<file path="config.mk">
export PLATFORM = sky130hd
export DESIGN_NAME = serial_adder
export DESIGN_NICKNAME = d
export VERILOG_FILES = /design/src/rtl/serial_adder.sv
export SDC_FILE = /design/constraint.sdc
export NUM_CORES = 1
export LEC_CHECK = 0
export BUFFER_PORTS_ARGS = -buffer_cell sky130_fd_sc_hd__buf_2
export CAP_MARGIN = 20
export CORE_MARGIN = 1
export CORE_UTILIZATION = 53
export DETAILED_ROUTE_END_ITERATION = 16
export HOLD_SLACK_MARGIN = 0.06
export PLACE_DENSITY_LB_ADDON = 0.12
export SLEW_MARGIN = 25
export SYNTH_ARGS = -nofsm -noshare
export SYNTH_HDL_FRONTEND = slang
export SYNTH_SLANG_ARGS = --single-unit
</file>
<file path="constraint.sdc">
create_clock -name clk -period 2.6 [get_ports clk]
set_input_delay 0.13 -clock clk [delete_from_list [all_inputs] [get_ports clk]]
set_output_delay 0.13 -clock clk [all_outputs]
set_load 0.02 [all_outputs]
</file>
<file path="src/rtl/serial_adder.sv">
// Bit-serial adder: operands are latched on start and summed LSB first, one bit per clock,
// with the completed sum and final carry registered once all WIDTH bits have been processed.
module serial_adder #(
    parameter int WIDTH = 8
) (
    input  logic             clk,
    input  logic             rst_n,
    input  logic             start,
    input  logic [WIDTH-1:0] A,
    input  logic [WIDTH-1:0] B,
    input  logic             Cin,
    output logic             busy,
    output logic             done,
    output logic [WIDTH-1:0] Sum,
    output logic             Cout
);

    typedef enum logic [1:0] {
        IDLE = 2'd0,
        RUN  = 2'd1,
        DONE = 2'd2
    } state_t;

    localparam int CW = $clog2(WIDTH + 1);
    localparam logic [CW-1:0] LAST = CW'(WIDTH - 1);

    state_t state;
    state_t state_next;

    logic [WIDTH-1:0] a_sr;
    logic [WIDTH-1:0] b_sr;
    logic [WIDTH-1:0] s_sr;
    logic [WIDTH-1:0] s_next;
    logic             carry;
    logic [CW-1:0]    cnt;
    logic             sum_bit;
    logic             carry_bit;
    logic             last_bit;
    logic             load;

    assign sum_bit   = a_sr[0] ^ b_sr[0] ^ carry;
    assign carry_bit = (a_sr[0] & b_sr[0]) | (a_sr[0] & carry) | (b_sr[0] & carry);
    assign last_bit  = (cnt == LAST);
    assign s_next    = (s_sr >> 1) | {sum_bit, {(WIDTH-1){1'b0}}};
    // A new operation may only be accepted when no bits are in flight.
    assign load      = start && (state != RUN);

    assign busy = (state == RUN);
    assign done = (state == DONE);

    always_ff @(posedge clk) begin
        if (!rst_n) begin
            state <= IDLE;
        end else begin
            state <= state_next;
        end
    end

    always_comb begin
        state_next = state;
        case (state)
            IDLE:    if (start) state_next = RUN;
            RUN:     if (last_bit) state_next = DONE;
            DONE:    state_next = start ? RUN : IDLE;
            default: state_next = IDLE;
        endcase
    end

    always_ff @(posedge clk) begin
        if (!rst_n) begin
            a_sr  <= '0;
            b_sr  <= '0;
            s_sr  <= '0;
            carry <= 1'b0;
            cnt   <= '0;
            Sum   <= '0;
            Cout  <= 1'b0;
        end else if (load) begin
            a_sr  <= A;
            b_sr  <= B;
            carry <= Cin;
            cnt   <= '0;
        end else if (state == RUN) begin
            a_sr  <= a_sr >> 1;
            b_sr  <= b_sr >> 1;
            s_sr  <= s_next;
            carry <= carry_bit;
            cnt   <= cnt + CW'(1);
            // Outputs only move on the edge that consumes the final bit.
            if (last_bit) begin
                Sum  <= s_next;
                Cout <= carry_bit;
            end
        end
    end

endmodule

</file>
# Word-level counts from Yosys, hierarchy flattened
# Index checks and enable logic that the tools add are counted.
# word_totals
regBits,40
out_inout_bits,11
# classes
n_addsub,1
eq_ne,6
muxes,10
n_bitwise,10
n_reduce_logical,7
# op_table
op,count
two-way mux 8 bit,4
bitwise OR 7 x 8 -> 8 bit,1
one-hot mux 2 bit (3 select lines),1
"adder 4 x 1 -> 4 bit, second input constant",1
"== test 4 x 3 -> 1 bit, second input constant",1
two-way mux 2 bit,2
"inequality test 2 x 1 -> 1 bit, second input constant",2
AND reduction 2 bit,2
bitwise AND 1 bit,3
two-way mux 1 bit,3
AND reduction 3 bit,1
"== test 2 x 1 -> 1 bit, second input constant",1
"== test 2 bit, second input constant",1
zero test 2 bit,1
"inequality test 2 bit, second input constant",1
inverter 1 bit,2
bitwise OR 1 bit,2
nonzero test 2 bit,1
OR reduction 2 bit,1
bitwise XOR 1 bit,2
logical AND 1 bit,1

# Longest topological paths before layout
# Gate-level depths: netlist of run 1.
# depth
ltp_word,5
ltp_mapped,6
ltp_nobuf,4

# Worst setup path after synthesis of run 1
# OpenSTA, ideal clock, no wires.
# synth_timing
path_type,reg-to-reg
from,register cnt[0]
to,register Cout
setup_ps,72
arrival_time_ps,1131
slack_ps,1397
stages_incl_launch_ff,5
n_path_buf,0
period_less_slack_ps,1203
path_cell_list,dfxtp_1 > ha_1 > nand3b_1 > nor2_4 > mux2i_1
# synth_via
elab_chain_cells,2
# synth_rtl
item,line,text
from (decl),35,logic [CW-1:0] cnt;
from (signal assigned),88,cnt <= cnt + CW'(1);
== test 4 x 3 -> 1 bit,43,assign last_bit = (cnt == LAST);
AND reduction 3 bit (no line),--,
to (signal assigned),92,Cout <= carry_bit;
to (decl),15,output logic Cout
# No other way between the ends.
# A chain may end at the register's enable or synchronous reset.

# Worst setup path after layout of run 1
# layout_timing
from,register state[1]
to,output busy
# layout_via
elab_chain_cells,1
# layout_rtl
item,line,text
from (decl),27,state_t state;
from (signal assigned),55,state <= state_next;
== test 2 x 1 -> 1 bit,48,assign busy = (state == RUN);
to (decl),12,"output logic busy,"
# No other way between the ends.

==> flow_metrics.tcl, run 1 <==
set metrics [dict create \
    status "finished with violations" \
    violations "DRC" \
    postCtsResizedCells 0 \
    drv_cap 0 \
    post_cts.repair.setup_buffers 0 \
    fin_worst_hold_slack_ps 131.1 \
    worst_setup_skew_after_layout_ps 4.083 \
    timing.critical_path.to_type "primary output" \
    power.density_cell_area_nw_per_um2 567.8 \
    power_switching_mw 0.2609 \
    final-max-slew-violation-count 0 \
    drt_drc_violations_left 3 \
    clock_latency_ps 330 \
    dp_slack_ps 960.3 \
    grt_setup_unrepaired "no" \
    critPathLaunchType "flip-flop" \
    critPathRequiredTime_ps 2470 \
    syn_nets 198 \
    setup_total_negative_slack_ps 0 \
    worst-endpoint-arrival_ps 1410 \
    cts.htree.levels 2 \
    dieArea_um2 3307 \
    synth_area_per_cell_um2 9.277 \
    global_route.overflow_total 0 \
    yosys.cell_types.count 27 \
    worstPathCellList "nand2b_1 -> buf_4 -> inv_2 -> buf_2" \
    p_sw_share_pct 25.10 \
    dieHeight_um 57.51 \
    timing.critical_path.fanout_max 18 \
    synth.yosys.warnings 0 \
    holdCritPathClass "in -> reg" \
    synth_area_leaders "sky130_fd_sc_hd__dfxtp_1 (48%), sky130_fd_sc_hd__mux2i_1 (16%), sky130_fd_sc_hd__nand2_1 (7.8%), sky130_fd_sc_hd__a211oi_1 (6.9%), sky130_fd_sc_hd__nor2_1 (4.4%)" \
    seq_power_share_pct 62.0 \
    worstMarginPinSlew_ps 697.5 \
    max_stage_delay_ps 320 \
    worst_slew_margin_rel_pct 53.22 \
    cp_top_family "buffers and inverters" \
    mappedNetlistArea_um2 1633 \
    fp-row-count 19 \
    floorplan.io_pins 31 \
    tritoncts_num_sinks 39 \
    power_report.internal_total_mw 0.7785 \
    numCtsBuffers 5 \
    diodes 0 \
    area_delta_synth_final_pct 12.11 \
    mostFrequentLayoutCells "sky130_fd_sc_hd__dfxtp_1 (39), sky130_fd_sc_hd__nand2_1 (34), sky130_fd_sc_hd__buf_2 (30), sky130_fd_sc_hd__mux2i_1 (26), sky130_fd_sc_hd__nor2_1 (19)" \
    final.setup.worst_slack_ps 1058 \
    final_worst_path_period_share_pct 59.31 \
    final.min_clock_period_ps 1542 \
    wl_met3_um 150 \
    post_drt_via_cell_ratio 5.363 \
    power.clock.fraction_pct 25.8 \
    hold_viol 0 \
    grt_start_max_net_pins 29 \
    total_leakage_power_nw 0.7646 \
    yosys_register_bits 39 \
    tritoncts "yes" \
    area_of_the_core_region_um2 2829 \
    report.power.total_mw 1.039 \
    m1WireLength_um 1405 \
    cp_slowest_cell "sky130_fd_sc_hd__dfxtp_1" \
    fmax_mhz 648.5 \
    clock_root_buffer "sky130_fd_sc_hd__clkbuf_4" \
    finalSetupViolations 0 \
    initial_core_utilization_pct 57.72 \
    firstDrtPassIters 10 \
    top_signal_layer_used "met4" \
    final_core_utilization_pct 64.71 \
    vias 1255 \
    seq_area_frac_synth_pct 47.82 \
    fin_nets 226 \
    final_layout_size_suffix_gt1_share_pct 20.20 \
    ctsLongestPathBuffers 2 \
    worstPathBufferInverterCount 3 \
    ir_drop_mv 0.2972 \
    grt_pass1_vias 1148 \
    routed-wl-met2_um 1372 \
    layout_commonest_cell "sky130_fd_sc_hd__dfxtp_1" \
    grt_first_pass_wirelength_um 5037 \
    fp.dieW_um 57.51 \
    pwr-share-comb_pct 12.2 \
    antenna_found_initial 0 \
    groute.usage.overall_pct 20.12 \
    nFillCells 262 \
    yosys.area.top_type_share_pct 47.82 \
    detailedRoute.firstIterationViolations 42 \
    drt_wl_total_um 2967 \
    hpwl_um 1995 \
    remaining_number_of_nets_flagged_by_the_antenna_check_after_routing 0 \
    place_congestion 0.7325 \
    routed_wire_length_per_instance_um 12.68 \
    clk_pin_slew_worst_paths_ps 100 \
    synthesis.instances 176 \
    worst-setup-path-type "reg -> out" \
    synth_largest_area_cell "sky130_fd_sc_hd__dfxtp_1" \
    port_buffers 30 \
    cts_hold_buf 2 \
]
sequential cells by signal, indices dropped and copies added, names as in the netlist:
signal and count:
Sum 8, a_sr 8, s_sr 7, Cout 1, state 2, carry 1
cnt 4, b_sr 8
tightest hold or removal path, cell delays in order:
cell and delay (ps):
sky130_fd_sc_hd__buf_2 90, sky130_fd_sc_hd__mux2i_1 120, sky130_fd_sc_hd__a211oi_1 80
layout make-up:
| class | count | area [um2] | share of cell area [%] |
|---|---|---|---|
| flip-flops and latches | 39 | 780.7 | 42.65 |
| repair buffers | 34 | 185.2 | 10.12 |
| inverters | 2 | 7.507 | 0.4101 |
| well taps | 31 | 38.79 | 2.119 |
| clock buffers | 6 | 41.29 | 2.256 |
| multi-input cells | 122 | 777.0 | 42.45 |
cell families (layout without fill, tap and decap cells):
kind of cell             after synthesis  count (layout)  synth area share [%]
AND/OR/NAND/NOR                       65              65                 17.16
buffers and inverters                 15              42                 4.597
multiplexers                          27              27                 16.86
flip-flops                            39              39                 47.82
AO/OA/AOI/OAI                         28              28                 11.57
adder cells (fa/ha/maj)                2               2                 1.992
Yosys cell counts (all sizes together):
cell / count
dfxtp: 39
nand2: 34
mux2i: 26
nor2: 20
a211oi: 16
a21oi: 10
buf: 7
clkbuf: 6
nand3b: 3
nand3: 2
nor2b: 2
a31oi: 1
clkinv: 1
fa: 1
ha: 1
inv: 1
mux2: 1
nand2b: 1
nor3: 1
nor3b: 1
o21a: 1
or3: 1
metal layers:
| metal | vias up | global-route usage [%] |
|---|---|---|
| met5 | - | 0 |
| met4 | 0 | 11.85 |
| met3 | 6 | 4.762 |
| met2 | 34 | 30.23 |
| met1 | 558 | 26.32 |
| li1 | 657 | - |
power groups by stage:
stage | Sequential [mW] | Combinational (mW) | Clock [mW]
after global placement | 0.657 | 0.122 | 0
final | 0.645 | 0.127 | 0.268
after global routing | 0.649 | 0.143 | 0.301
after detailed placement | 0.658 | 0.125 | 0
after CTS | 0.645 | 0.128 | 0.282
after floorplan | 0.653 | 0.0997 | 0
path summary, 6_finish.rpt:
kind	endpoint	start	depth (start not counted)	slack (ps)
setup / recovery	busy	state[1]	4	1060
hold / removal	a_sr[4]	A[4]	3	130
setup reg to reg	cnt[2]	state[1]	5	1100
hold reg to reg	Sum[1]	Sum[1]	2	460
stage by stage:
step / cells / instance area [um2]
6_report: 234 / 1831
2_1_floorplan: 176 / 1633
4_1_cts: 234 / 1831
5_1_grt: 234 / 1831
3_5_place_dp: 226 / 1769
3_3_place_gp: 226 / 1769
Power figures use the tool's default switching activity.
==> run 2, diff against run 1 <==
--- a/config.mk
+++ b/config.mk
@@ -8,7 +8,7 @@
 export BUFFER_PORTS_ARGS = -buffer_cell sky130_fd_sc_hd__buf_2
 export CAP_MARGIN = 20
 export CORE_MARGIN = 1
-export CORE_UTILIZATION = 53
+export CORE_UTILIZATION = 48
 export DETAILED_ROUTE_END_ITERATION = 16
 export HOLD_SLACK_MARGIN = 0.06
 export PLACE_DENSITY_LB_ADDON = 0.12
==> constraint.sdc (replaced) <==
create_clock -name clk -period 1.4 [get_ports clk]
set_input_delay 0.07 -clock clk [delete_from_list [all_inputs] [get_ports clk]]
set_output_delay 0.07 -clock clk [all_outputs]
set_load 0.02 [all_outputs]
==> run 2 against run 1 <==
- the run now ends clean
- clock power grew to 2.8 times the previous value
- flip-flop and latch count stayed put
- via count is 5.7% higher
- global-route usage is 1.8 points lower
- die area is 10% higher
- first-iteration DRC count is 12% higher
- register-to-register slack worse by 1000 ps
- critical endpoint is now Cout
- hold slack worse by 66 ps
- clock skew is 12 ps higher
- highest routed layer unchanged
==> flow_metrics.tcl, run 2 (synthesis results as in run 1) <==
set metrics [dict create \
    status "completed" \
    numCtsBuffers 5 \
    final.setup.worst_slack_ps 67.25 \
    drt_drc_violations_left 0 \
    drv_cap 0 \
    drt_wl_total_um 2997 \
    cts.htree.levels 2 \
    global_route.overflow_total 0 \
    dpl_cells 242 \
    mostFrequentLayoutCells "sky130_fd_sc_hd__dfxtp_1 (36), sky130_fd_sc_hd__nand2_1 (34), sky130_fd_sc_hd__buf_2 (29), sky130_fd_sc_hd__mux2i_1 (26), sky130_fd_sc_hd__nor2_1 (19)" \
    timing.critical_path.fanout_max 8 \
    ctsLongestPathBuffers 2 \
    groute.usage.overall_pct 18.30 \
    dp_slack_ps 41.11 \
    cp_slowest_cell "sky130_fd_sc_hd__dfxtp_2" \
    worstPathBufferInverterCount 1 \
    worstMarginPinSlew_ps 576.6 \
    total_leakage_power_nw 0.8215 \
    critPathLaunchType "flip-flop" \
    tritoncts "yes" \
    fp.dieW_um 60.33 \
    fin_nets 232 \
    reg_top3 "Sum: 8 flops, a_sr: 8 flops, b_sr: 8 flops" \
    setup_total_negative_slack_ps 0 \
    layout_commonest_cell "sky130_fd_sc_hd__dfxtp_1" \
    routed_wire_length_per_instance_um 11.75 \
    detailedRoute.firstIterationViolations 47 \
    fmax_mhz 750.3 \
    fp-row-count 20 \
    worst_setup_skew_after_layout_ps 15.67 \
    critPathRequiredTime_ps 1660 \
    dieHeight_um 60.33 \
    area_of_the_core_region_um2 3128 \
    tritoncts_num_sinks 39 \
    hpwl_um 2072 \
    grt_pass1_vias 1192 \
    worst_slew_margin_rel_pct 61.56 \
    final-max-slew-violation-count 0 \
    finalSetupViolations 0 \
    fin_worst_hold_slack_ps 64.96 \
    holdCritPathClass "in -> reg" \
    vias 1327 \
    dieArea_um2 3639 \
    port_buffers 30 \
    diodes 0 \
    worstPathCellList "ha_2 -> nand3b_1 -> nor2_4 -> buf_12 -> mux2i_1" \
    grt_start_max_net_pins 32 \
    final.min_clock_period_ps 1333 \
    cp_top_family "flip-flops" \
    final_layout_size_suffix_gt1_share_pct 25.12 \
    area_delta_synth_final_pct 20.77 \
    place_congestion 0.6723 \
    worst-endpoint-arrival_ps 1600 \
    ir_drop_mv 1.139 \
    max_stage_delay_ps 370 \
    antenna_found_initial 0 \
    hold_viol 0 \
    remaining_number_of_nets_flagged_by_the_antenna_check_after_routing 0 \
    initial_core_utilization_pct 52.20 \
    clock_root_buffer "sky130_fd_sc_hd__clkbuf_4" \
    clk_pin_slew_worst_paths_ps 130 \
    post_layout_nonfiller_instances 255 \
    final_worst_path_period_share_pct 95.20 \
    worst-setup-path-type "reg -> reg" \
    timing.critical_path.to_type "flip-flop" \
    firstDrtPassIters 4 \
    post_drt_via_cell_ratio 5.204 \
    power.density_cell_area_nw_per_um2 1118 \
    grt_first_pass_wirelength_um 4933 \
    clock_latency_ps 340 \
    floorplan.io_pins 31 \
]
run 2: power breakdown:
group          switching (mW)  total (mW)  internal [mW]
registers              0.0330        1.20           1.17
logic                   0.139       0.260          0.121
clock network           0.370       0.745          0.376
run 2: area by class of cell:
type	count	area [um2]
Tap cell	44	55.05
Sequential cell	39	784.5
Clock buffer	5	37.54
Inverter	2	7.507
Multi-Input combinational cell	122	779.5
Clock inverter	3	43.79
Fill cell	281	1156
Timing Repair Buffer	40	264.0
run 2: what timing repair did:
action                                 CTS  global route
hold buffers                             2             1
buffers inserted                         0             2
setup endpoints to repair                0            10
gates resized for setup                  0             6
endpoints found under the hold margin    2             1
run 2: path summary, 6_finish.rpt:
check | from | endpoint | slack [ps] | cells past startpoint
max | cnt[0] | Cout | 70 | 5
min | B[5] | b_sr[5] | 60 | 3
max reg2reg | cnt[0] | Cout | 70 | 5
min reg2reg | Sum[4] | Sum[4] | 460 | 2
run 2: per-stage QoR:
step	power, mW	instance area (um2)	util [%]
3_3_place_gp	1.463	1821	58.20
3_5_place_dp	1.474	1821	58.20
6_report	2.204	1972	63.04
2_1_floorplan	1.398	1633	-
4_1_cts	2.220	1922	61.44
5_1_grt	2.310	1972	63.04
run 2: layer usage:
| layer | vias up | global-route usage (%) | part of all wire, % |
|---|---|---|---|
| met5 | - | 0 | 0 |
| met4 | 0 | 7.973 | 1.8 |
| met3 | 7 | 4.762 | 3.4 |
| met2 | 26 | 32.50 | 49 |
| met1 | 622 | 20.45 | 46 |
| li1 | 672 | - | - |
run 2: worst min-delay path: stages:
cell	delay, ps
sky130_fd_sc_hd__buf_2	90
sky130_fd_sc_hd__mux2i_1	120
sky130_fd_sc_hd__a211oi_1	80
==> run 3, diff against run 2 <==
--- a/config.mk
+++ b/config.mk
@@ -8,7 +8,7 @@
 export BUFFER_PORTS_ARGS = -buffer_cell sky130_fd_sc_hd__buf_2
 export CAP_MARGIN = 20
 export CORE_MARGIN = 1
-export CORE_UTILIZATION = 48
+export CORE_UTILIZATION = 53
 export DETAILED_ROUTE_END_ITERATION = 16
 export HOLD_SLACK_MARGIN = 0.06
 export PLACE_DENSITY_LB_ADDON = 0.12
==> constraint.sdc (replaced) <==
create_clock -name clk -period 1.6 [get_ports clk]
set_input_delay 0.08 -clock clk [delete_from_list [all_inputs] [get_ports clk]]
set_output_delay 0.08 -clock clk [all_outputs]
set_load 0.02 [all_outputs]
==> run 3 against run 2 <==
- the flow now finishes with violations (DRC)
- clock skew down 9.8 ps
- count of clock-buffer cells in the layout rose by 3
- routed wire length grew 2.4%
- critical path depth shrank 1
- global-route usage rose by 2.5 points
- clock power fell by 25%
- flip-flop and latch count unchanged
- core utilization rose by 3.6 points
- sequential share of layout area up 1.6 points
- design area shrank 4.4%
==> flow_metrics.tcl, run 3 (synthesis results as in run 1) <==
set metrics [dict create \
    status "finished with violations" \
    violations "DRC" \
    report.power.total_mw 1.829 \
    hold_viol 0 \
    grt_pass1_vias 1215 \
    dieHeight_um 57.51 \
    fp.dieW_um 57.51 \
    fin_nets 228 \
    area_delta_synth_final_pct 15.48 \
    final.min_clock_period_ps 1422 \
    final_layout_size_suffix_gt1_share_pct 21.74 \
    global_route.overflow_total 0 \
    grt_setup_unrepaired "no" \
    port_buffers 30 \
    timing.critical_path.fanout_max 13 \
    fmax_mhz 703.4 \
    remaining_number_of_nets_flagged_by_the_antenna_check_after_routing 0 \
    seq_power_share_pct 57.2 \
    final-max-slew-violation-count 0 \
    worstPathCellList "nand2b_1 -> inv_2 -> buf_4 -> buf_2" \
    antenna_found_initial 0 \
    place_congestion 0.7186 \
    power_report.internal_total_mw 1.377 \
    diodes 0 \
    ir_drop_mv 0.5844 \
    tritoncts "yes" \
    dp_slack_ps 215.1 \
    drt_wl_total_um 3070 \
    worstMarginPinSlew_ps 558.5 \
    groute.usage.overall_pct 20.76 \
    grt_first_pass_wirelength_um 5244 \
    clock_latency_ps 330 \
    seqCellArea_um2 780.7 \
    ctsLongestPathBuffers 2 \
    cp_slowest_cell "sky130_fd_sc_hd__dfxtp_1" \
    drt_drc_violations_left 3 \
    pwr-share-comb_pct 12.0 \
    max_stage_delay_ps 320 \
    post_cts.repair.setup_buffers 0 \
    fp-row-count 19 \
    clk_pin_slew_worst_paths_ps 110 \
    postCtsResizedCells 0 \
    layout_commonest_cell "sky130_fd_sc_hd__dfxtp_1" \
    final.setup.worst_slack_ps 178.4 \
    grt_start_max_net_pins 33 \
    total_leakage_power_nw 0.7944 \
    initial_core_utilization_pct 57.72 \
    power.clock.fraction_pct 30.7 \
    post_drt_via_cell_ratio 5.466 \
    reg_top3 "Sum: 8 flops, a_sr: 8 flops, b_sr: 8 flops" \
    worst-endpoint-arrival_ps 1340 \
    tritoncts_num_sinks 39 \
    floorplan.io_pins 31 \
    fin_worst_hold_slack_ps 87.03 \
    routed_wire_length_per_instance_um 12.90 \
    cts_hold_buf 2 \
    setup_total_negative_slack_ps 0 \
    vias 1301 \
    holdCritPathClass "in -> reg" \
    critPathRequiredTime_ps 1520 \
    firstDrtPassIters 10 \
    final_core_utilization_pct 66.65 \
    final_worst_path_period_share_pct 88.85 \
    nFillCells 249 \
    worst-setup-path-type "reg -> out" \
    cp_top_family "buffers and inverters" \
    mostFrequentLayoutCells "sky130_fd_sc_hd__dfxtp_1 (39), sky130_fd_sc_hd__nand2_1 (34), sky130_fd_sc_hd__buf_2 (30), sky130_fd_sc_hd__mux2i_1 (26), sky130_fd_sc_hd__nor2_1 (19)" \
    drv_cap 0 \
    p_sw_share_pct 24.71 \
    detailedRoute.firstIterationViolations 33 \
    worst_slew_margin_rel_pct 62.77 \
    cts.htree.levels 2 \
    hpwl_um 2058 \
    finalSetupViolations 0 \
    timing.critical_path.to_type "primary output" \
    dieArea_um2 3307 \
    critPathLaunchType "flip-flop" \
    numCtsBuffers 5 \
    multi_input_comb_area_um2 777.0 \
    power.density_cell_area_nw_per_um2 969.8 \
    area_of_the_core_region_um2 2829 \
    worst_setup_skew_after_layout_ps 5.888 \
    clock_root_buffer "sky130_fd_sc_hd__clkbuf_4" \
    worstPathBufferInverterCount 3 \
    power_switching_mw 0.4519 \
]
-- run 3: cell types whose count changed in the layout (fill, tap and decap cells not counted), sizes merged --
cell and change:
bufinv -1, buf -3, dlygate4sd3 -1, clkbuf +3
clkinv -2
-- run 3: layer usage --
metal | track usage, % | vias up | wire length [um]
met5 | 0 | - | 0
met4 | 7.317 | 0 | 39
met2 | 35.22 | 22 | 1494
li1 | - | 659 | -
met3 | 6.349 | 5 | 116
met1 | 24.82 | 615 | 1419
-- run 3: layout make-up --
class / count / area share (%)
inverter: 2 / 0.3981
timing repair buffer: 36 / 11.28
sequential: 39 / 41.41
tap: 31 / 2.057
multi-input combinational: 122 / 41.21
clock buffer: 8 / 3.650
-- run 3: power by group through the flow --
stage	sequential, mW	clock, mW	combinational, mW
after floorplan	1.06	0	0.162
final	1.05	0.562	0.220
after detailed placement	1.07	0	0.217
after global placement	1.07	0	0.211
after global routing	1.05	0.623	0.246
after CTS	1.05	0.583	0.223
-- run 3: stage by stage --
stage	instances	area [um2]
after floorplan	176	1633
after global placement	228	1797
after detailed placement	228	1797
after CTS	238	1886
after global routing	238	1886
final	238	1886
-- run 3: path summary, 6_finish.rpt --
check	startpoint	to	slack, ps	depth (start not counted)
min	B[5]	b_sr[5]	90	3
max reg2reg	cnt[0]	Sum[7]	190	4
max	state[1]	busy	180	4
min reg2reg	Sum[3]	Sum[3]	470	2
-- run 3: tightest hold or removal path, delay by kind of cell --
family | cells | cell delay (ps)
compound gates | 1 | 80
buf+inv | 1 | 90
mux | 1 | 120
